--- config.mk ---
export PLATFORM = sky130hd
export DESIGN_NAME = pipe_hazard_ctrl
export DESIGN_NICKNAME = d
export VERILOG_FILES = /design/src/rtl/pipe_hazard_ctrl_pkg.sv /design/src/rtl/pipe_hazard_ctrl_load_use.sv /design/src/rtl/pipe_hazard_ctrl.sv
export SDC_FILE = /design/constraint.sdc
export NUM_CORES = 1
export LEC_CHECK = 0
export CAP_MARGIN = 20
export CORE_AREA = 2 2 152 110
export DETAILED_ROUTE_END_ITERATION = 10
export DIE_AREA = 0 0 154 112
export GPL_ROUTABILITY_DRIVEN = 0
export PLACE_DENSITY = 0.76
export SYNTH_ARGS = -nofsm -noshare
export SYNTH_HDL_FRONTEND = slang
export SYNTH_SLANG_ARGS = --single-unit
--- constraint.sdc ---
create_clock -name clk -period 4 [get_ports clk]
set_input_delay 0.8 -clock clk [delete_from_list [all_inputs] [get_ports clk]]
set_output_delay 0.8 -clock clk [all_outputs]
set_load 0.02 [all_outputs]
--- src/rtl/pipe_hazard_ctrl_pkg.sv ---
// Shared types and constants for the pipeline hazard/halt control slice.
// The forwarding unit will import this package too, so keep it free of
// anything specific to the stall/flush controller.
package Pipe_Ctrl_PKG;

    // Controller states; the encoding is exported on the state port.
    typedef enum logic [1:0] {
        RUN    = 2'd0,
        DRAIN  = 2'd1,
        HALTED = 2'd2
    } ctrl_state_e;

    // RV32 opcodes that matter for deciding which source registers are read.
    localparam logic [6:0] OP_R     = 7'b0110011;
    localparam logic [6:0] OP_S     = 7'b0100011;
    localparam logic [6:0] OP_B     = 7'b1100011;
    localparam logic [6:0] OP_LUI   = 7'b0110111;
    localparam logic [6:0] OP_AUIPC = 7'b0010111;
    localparam logic [6:0] OP_JAL   = 7'b1101111;

    // Control bundle driven back into the PC and the pipeline registers.
    typedef struct packed {
        logic pc_stall;
        logic ifid_stall;
        logic ifid_flush;
        logic idex_flush;
    } pipe_ctrl_t;

endpackage

--- src/rtl/pipe_hazard_ctrl_load_use.sv ---
// Load-use detector: flags when the instruction in ID reads a register that
// the load currently in EX has not yet produced. Purely combinational.
module load_use_detect
    import Pipe_Ctrl_PKG::*;
(
    input  logic [31:0] id_instr,
    input  logic        ex_memread,
    input  logic [4:0]  ex_rd,
    output logic        load_use
);

    logic [6:0] opcode;
    logic [4:0] rs1;
    logic [4:0] rs2;
    logic       use_rs1;
    logic       use_rs2;
    logic       unused_instr_bits;

    assign opcode = id_instr[6:0];
    assign rs1    = id_instr[19:15];
    assign rs2    = id_instr[24:20];

    // Only the opcode and the two source fields matter here.
    assign unused_instr_bits = ^{id_instr[31:25], id_instr[14:7]};

    // Decide which source fields are real reads rather than immediate bits.
    always_comb begin
        use_rs1 = 1'b1;
        use_rs2 = 1'b0;
        if ((opcode == OP_LUI) || (opcode == OP_AUIPC) || (opcode == OP_JAL)) begin
            use_rs1 = 1'b0;
        end
        if ((opcode == OP_R) || (opcode == OP_S) || (opcode == OP_B)) begin
            use_rs2 = 1'b1;
        end
    end

    // x0 is never a real dependency, so a load into x0 cannot cause a stall.
    always_comb begin
        load_use = ex_memread && (ex_rd != 5'd0) &&
                   ((use_rs1 && (ex_rd == rs1)) || (use_rs2 && (ex_rd == rs2)));
    end

endmodule

--- src/rtl/pipe_hazard_ctrl.sv ---
// Pipeline control unit: turns load-use hazards, taken branches and Halt
// into stall/flush controls, drains the pipe behind a Halt, and keeps
// saturating performance counters.
module pipe_hazard_ctrl
    import Pipe_Ctrl_PKG::*;
#(
    parameter int CNT_W     = 32,
    parameter int DRAIN_MAX = 4
) (
    input  logic             clk,
    input  logic             reset,
    input  logic [31:0]      id_instr,
    input  logic             ex_memread,
    input  logic [4:0]       ex_rd,
    input  logic             ex_halt,
    input  logic             branch_taken,
    input  logic [31:0]      wb_instr,
    input  logic             wb_halt,
    output logic             pc_stall,
    output logic             ifid_stall,
    output logic             ifid_flush,
    output logic             idex_flush,
    output logic             halted,
    output logic             drain_err,
    output logic [1:0]       state,
    output logic [CNT_W-1:0] cyc_cnt,
    output logic [CNT_W-1:0] ret_cnt,
    output logic [CNT_W-1:0] stall_cnt,
    output logic [CNT_W-1:0] flush_cnt
);

    localparam int TIMER_W = (DRAIN_MAX > 1) ? $clog2(DRAIN_MAX) : 1;
    localparam logic [TIMER_W-1:0] TIMER_LAST = TIMER_W'(DRAIN_MAX - 1);
    localparam logic [CNT_W-1:0]   CNT_ONE    = CNT_W'(1);

    ctrl_state_e        state_q, state_d;
    logic [TIMER_W-1:0] timer_q, timer_d;
    logic               halted_q, halted_d;
    logic               drain_err_q, drain_err_d;
    logic [CNT_W-1:0]   cyc_q, cyc_d;
    logic [CNT_W-1:0]   ret_q, ret_d;
    logic [CNT_W-1:0]   stall_q, stall_d;
    logic [CNT_W-1:0]   flush_q, flush_d;

    pipe_ctrl_t ctrl;
    logic       load_use;
    logic       active;
    logic       count_stall;
    logic       count_flush;

    load_use_detect u_load_use (
        .id_instr   (id_instr),
        .ex_memread (ex_memread),
        .ex_rd      (ex_rd),
        .load_use   (load_use)
    );

    // Next-state and zero-latency control decode; branch beats load-use beats halt.
    always_comb begin
        state_d     = state_q;
        timer_d     = timer_q;
        halted_d    = halted_q;
        drain_err_d = drain_err_q;
        ctrl        = '0;
        active      = 1'b0;
        count_stall = 1'b0;
        count_flush = 1'b0;
        case (state_q)
            RUN: begin
                active  = 1'b1;
                timer_d = '0;
                if (branch_taken) begin
                    ctrl.ifid_flush = 1'b1;
                    ctrl.idex_flush = 1'b1;
                    count_flush     = 1'b1;
                end else if (load_use) begin
                    ctrl.pc_stall   = 1'b1;
                    ctrl.ifid_stall = 1'b1;
                    ctrl.idex_flush = 1'b1;
                    count_stall     = 1'b1;
                end else if (ex_halt) begin
                    state_d = DRAIN;
                end
            end
            DRAIN: begin
                active          = 1'b1;
                ctrl.pc_stall   = 1'b1;
                ctrl.ifid_stall = 1'b1;
                ctrl.idex_flush = 1'b1;
                timer_d         = timer_q + 1'b1;
                if (wb_halt) begin
                    state_d  = HALTED;
                    halted_d = 1'b1;
                end else if (timer_q == TIMER_LAST) begin
                    state_d     = HALTED;
                    halted_d    = 1'b1;
                    drain_err_d = 1'b1;
                end
            end
            HALTED: begin
                ctrl.pc_stall   = 1'b1;
                ctrl.ifid_stall = 1'b1;
                ctrl.idex_flush = 1'b1;
                halted_d        = 1'b1;
            end
            default: begin
                state_d = RUN;
            end
        endcase
        if (!reset) begin
            ctrl = '0;
        end
    end

    // Saturating counter updates; nothing counts once the core is halted.
    always_comb begin
        cyc_d   = cyc_q;
        ret_d   = ret_q;
        stall_d = stall_q;
        flush_d = flush_q;
        if (active && (cyc_q != '1)) begin
            cyc_d = cyc_q + CNT_ONE;
        end
        if (active && (wb_instr != 32'd0) && (ret_q != '1)) begin
            ret_d = ret_q + CNT_ONE;
        end
        if (count_stall && (stall_q != '1)) begin
            stall_d = stall_q + CNT_ONE;
        end
        if (count_flush && (flush_q != '1)) begin
            flush_d = flush_q + CNT_ONE;
        end
    end

    // State, drain timer, status flags and counters; reset overrides everything.
    always_ff @(posedge clk) begin
        if (!reset) begin
            state_q     <= RUN;
            timer_q     <= '0;
            halted_q    <= 1'b0;
            drain_err_q <= 1'b0;
            cyc_q       <= '0;
            ret_q       <= '0;
            stall_q     <= '0;
            flush_q     <= '0;
        end else begin
            state_q     <= state_d;
            timer_q     <= timer_d;
            halted_q    <= halted_d;
            drain_err_q <= drain_err_d;
            cyc_q       <= cyc_d;
            ret_q       <= ret_d;
            stall_q     <= stall_d;
            flush_q     <= flush_d;
        end
    end

    assign pc_stall   = ctrl.pc_stall;
    assign ifid_stall = ctrl.ifid_stall;
    assign ifid_flush = ctrl.ifid_flush;
    assign idex_flush = ctrl.idex_flush;
    assign halted     = halted_q;
    assign drain_err  = drain_err_q;
    assign state      = state_q;
    assign cyc_cnt    = cyc_q;
    assign ret_cnt    = ret_q;
    assign stall_cnt  = stall_q;
    assign flush_cnt  = flush_q;

endmodule

==> impl_metrics.json <==
{
  "status": "finished clean",
  "num-nets-final": 1097,
  "crit_cells": 6,
  "setup_tns_ns": 0,
  "cp_slowest_cell": "clkdlybuf4s50_1",
  "slew_viol_final": 0,
  "ys_types": 61,
  "period_minus_slack_ns": 3.86,
  "postCtsSetupBuffers": 0,
  "final_common_cell": "clkdlybuf4s50_1",
  "port-buffer-count": 195,
  "grt_max_degree": 66,
  "first_iter_violations": 380,
  "grt_pass1_vias": 6176,
  "skew_ns": 0.0137,
  "antenna_found_initial": 0,
  "cts_buffer_depth": 2,
  "coreArea_um2": 15900,
  "leakage_uw": 0.00316,
  "clk_pin_slew_ns": 0.06,
  "drc": 0,
  "synth_edf_count": 0,
  "power_frac_comb_pct": 17.7,
  "synth_area_leaders": "dfxtp_1 38%, nor2_1 5.9%, xnor2_1 5.8%",
  "ctsHoldBuffers": 0,
  "routed_via_density": 5.46,
  "synth_largest_area_cell": "dfxtp_1",
  "grt.total_usage_pct": 22.0,
  "cp_slowest_stage_delay_ns": 0.55,
  "ys_seq_area_share_pct": 38.5,
  "grt_overflow": 0,
  "power.switching_uw": 1090,
  "area.growth.synth_to_final_pct": 38.1,
  "slew_headroom_pct": 37.0,
  "ys.flop_type": "dfxtp_1",
  "p_clk_share_pct": 42.0,
  "die_area_um2": 17200,
  "worst_pin_slew_ns": 0.941,
  "timing.critical_path.buf_inv": 2,
  "p_int_uw": 2470,
  "synth.cell_area_um2": 6970,
  "root_buffer": "clkbuf_16",
  "required_ns": 3.20,
  "path_cells": "clkdlybuf4s50_1 > or4_1 > o211ai_2 > and4b_4 > o31a_1 > clkdlybuf4s50_1",
  "drtAntennaViolNets": 0,
  "r2r_cells": 8,
  "numCtsBuffers": 17,
  "ys_warn_count": 0,
  "whs_ns": 0.468,
  "powerDensity_nw_per_um2": 370,
  "hpwl_um": 13600,
  "h-tree-depth": 4,
  "via_count": 6716,
  "max_freq_ghz": 0.259,
  "die_x_um": 154,
  "crit_type": "primary input to output port",
  "critPathLaunchType": "primary input",
  "fin_crit_sh_pct": 96.5,
  "rows": 39,
  "hold-path-cell-count": 1,
  "antenna_cells": 0,
  "cp.arrival_ns": 3.06,
  "ir_worst_vdd_mv": 0.256,
  "finalSetupViolations": 0,
  "io-pin-count": 211,
  "endpoint_kind": "output port",
  "cp_top_family": "buffers and inverters",
  "clock_latency_ns": 0.43,
  "netSwitchingFraction_pct": 30.6,
  "grt_pass1_wl_um": 30800,
  "synthesis.nets": 912,
  "crit_fanout": 3,
  "mostFrequentLayoutCells": "194 x clkdlybuf4s50_1, 134 x dfxtp_1, 109 x nor2_1",
  "wl_per_cell_um": 15.3,
  "drtPass1Iterations": 5,
  "rsz0062_at_grt": "false",
  "p_seq_share_pct": 40.4,
  "cts_tree": "yes",
  "path_common_cell": "clkdlybuf4s50_1",
  "synth_top_area_share_pct": 38.5,
  "clock-sinks": 134,
  "drive_above_1_share_pct": 7.02,
  "finalHoldViolations": 0,
  "async_flop_share_pct": 0,
  "cts_resized": 0,
  "die-height_um": 112,
  "start_util_pct": 44.0,
  "maxCapViolCount": 0,
  "synth_cells": 828,
  "hp-class": "flip-flop to flip-flop",
  "drt_wl_total_um": 18800,
  "avgSynthCellArea_um2": 8.42,
  "ys_seq_elements": 134
}
[stage by stage]
step / setup WS [ns] / instance area, µm² / power (µW) / util, % / std cells
final: 0.140 / 9630 / 3560 / 60.7 / 1231
after global routing: 0.0313 / 9630 / 3710 / 60.7 / 1231
after CTS: 0.123 / 9630 / 3600 / 60.7 / 1231
after detailed placement: 0.134 / 9070 / 2090 / 57.2 / 1199
after global placement: 0.140 / 9070 / 2080 / 57.2 / 1199
after floorplan: 0.897 / 6970 / 1810 / - / 828
[cell type report]
| type | instances | area (µm²) |
|---|---|---|
| multi-input cells | 639 | 4040 |
| repair buffers | 205 | 2030 |
| flip-flops and latches | 134 | 2680 |
| inverters | 16 | 61.3 |
| clock buffers | 17 | 425 |
| clock inverters | 15 | 134 |
| fillers | 1412 | 6230 |
| well taps | 205 | 256 |
[cell usage after synthesis (17+ instances only)]
library cell    n
nor4_1         27
xnor2_1        46
nor2_1        109
nand2_1        61
or3_1          24
and3_1         17
a21oi_1        27
dfxtp_1       134
o21ai_0        24
xor2_1         43
nand2b_1       17
nand4_1        41
nor3_1         24
nand3_1        46
clkbuf_1       22
[state kept, by name, summed over array words and instances, names as in the netlist]
register and cells:
halted 1, ret_cnt 32, drain_err 1, state 2, cyc_cnt 32, timer_q 2
stall_cnt 32, flush_cnt 32
[power groups by stage]
stage	Clock [µW]	Combinational, µW	Sequential (µW)
CTS	1530	630	1440
global placement	0	618	1460
detailed placement	0	625	1470
global route	1580	685	1440
floorplan	0	306	1510
finish	1500	630	1440
[path summary, 6_finish.rpt]
check | start | endpoint | slack, ns
worst max-delay path | ex_rd[3] | ifid_stall | 0.14
worst max register to register | state[1] | ret_cnt[17] | 1.28
worst min-delay path | halted | halted | 0.47
worst min register to register | halted | halted | 0.47
[cell families (layout without fill, tap and decap cells)]
| kind of cell | Yosys count | in the layout | synth area share [%] |
|---|---|---|---|
| adder cells (fa/ha/maj) | 9 | 9 | 1.61 |
| multiplexers | 15 | 15 | 2.15 |
| flip-flops | 134 | 134 | 38.5 |
| AO/OA/AOI/OAI | 93 | 93 | 9.35 |
| buffers and inverters | 55 | 253 | 3.75 |
| XOR/XNOR | 89 | 89 | 11.2 |
| AND/OR/NAND/NOR | 433 | 433 | 33.5 |
[routing by layer]
layer / wire [µm] / up-vias / GRT usage [%]
met5: 0 / - / 0
met4: 170 / 0 / 6.36
met3: 1350 / 16 / 6.58
met2: 8290 / 211 / 33.2
met1: 9020 / 3129 / 30.3
li1: - / 3360 / -
Power figures use the tool's default switching activity.
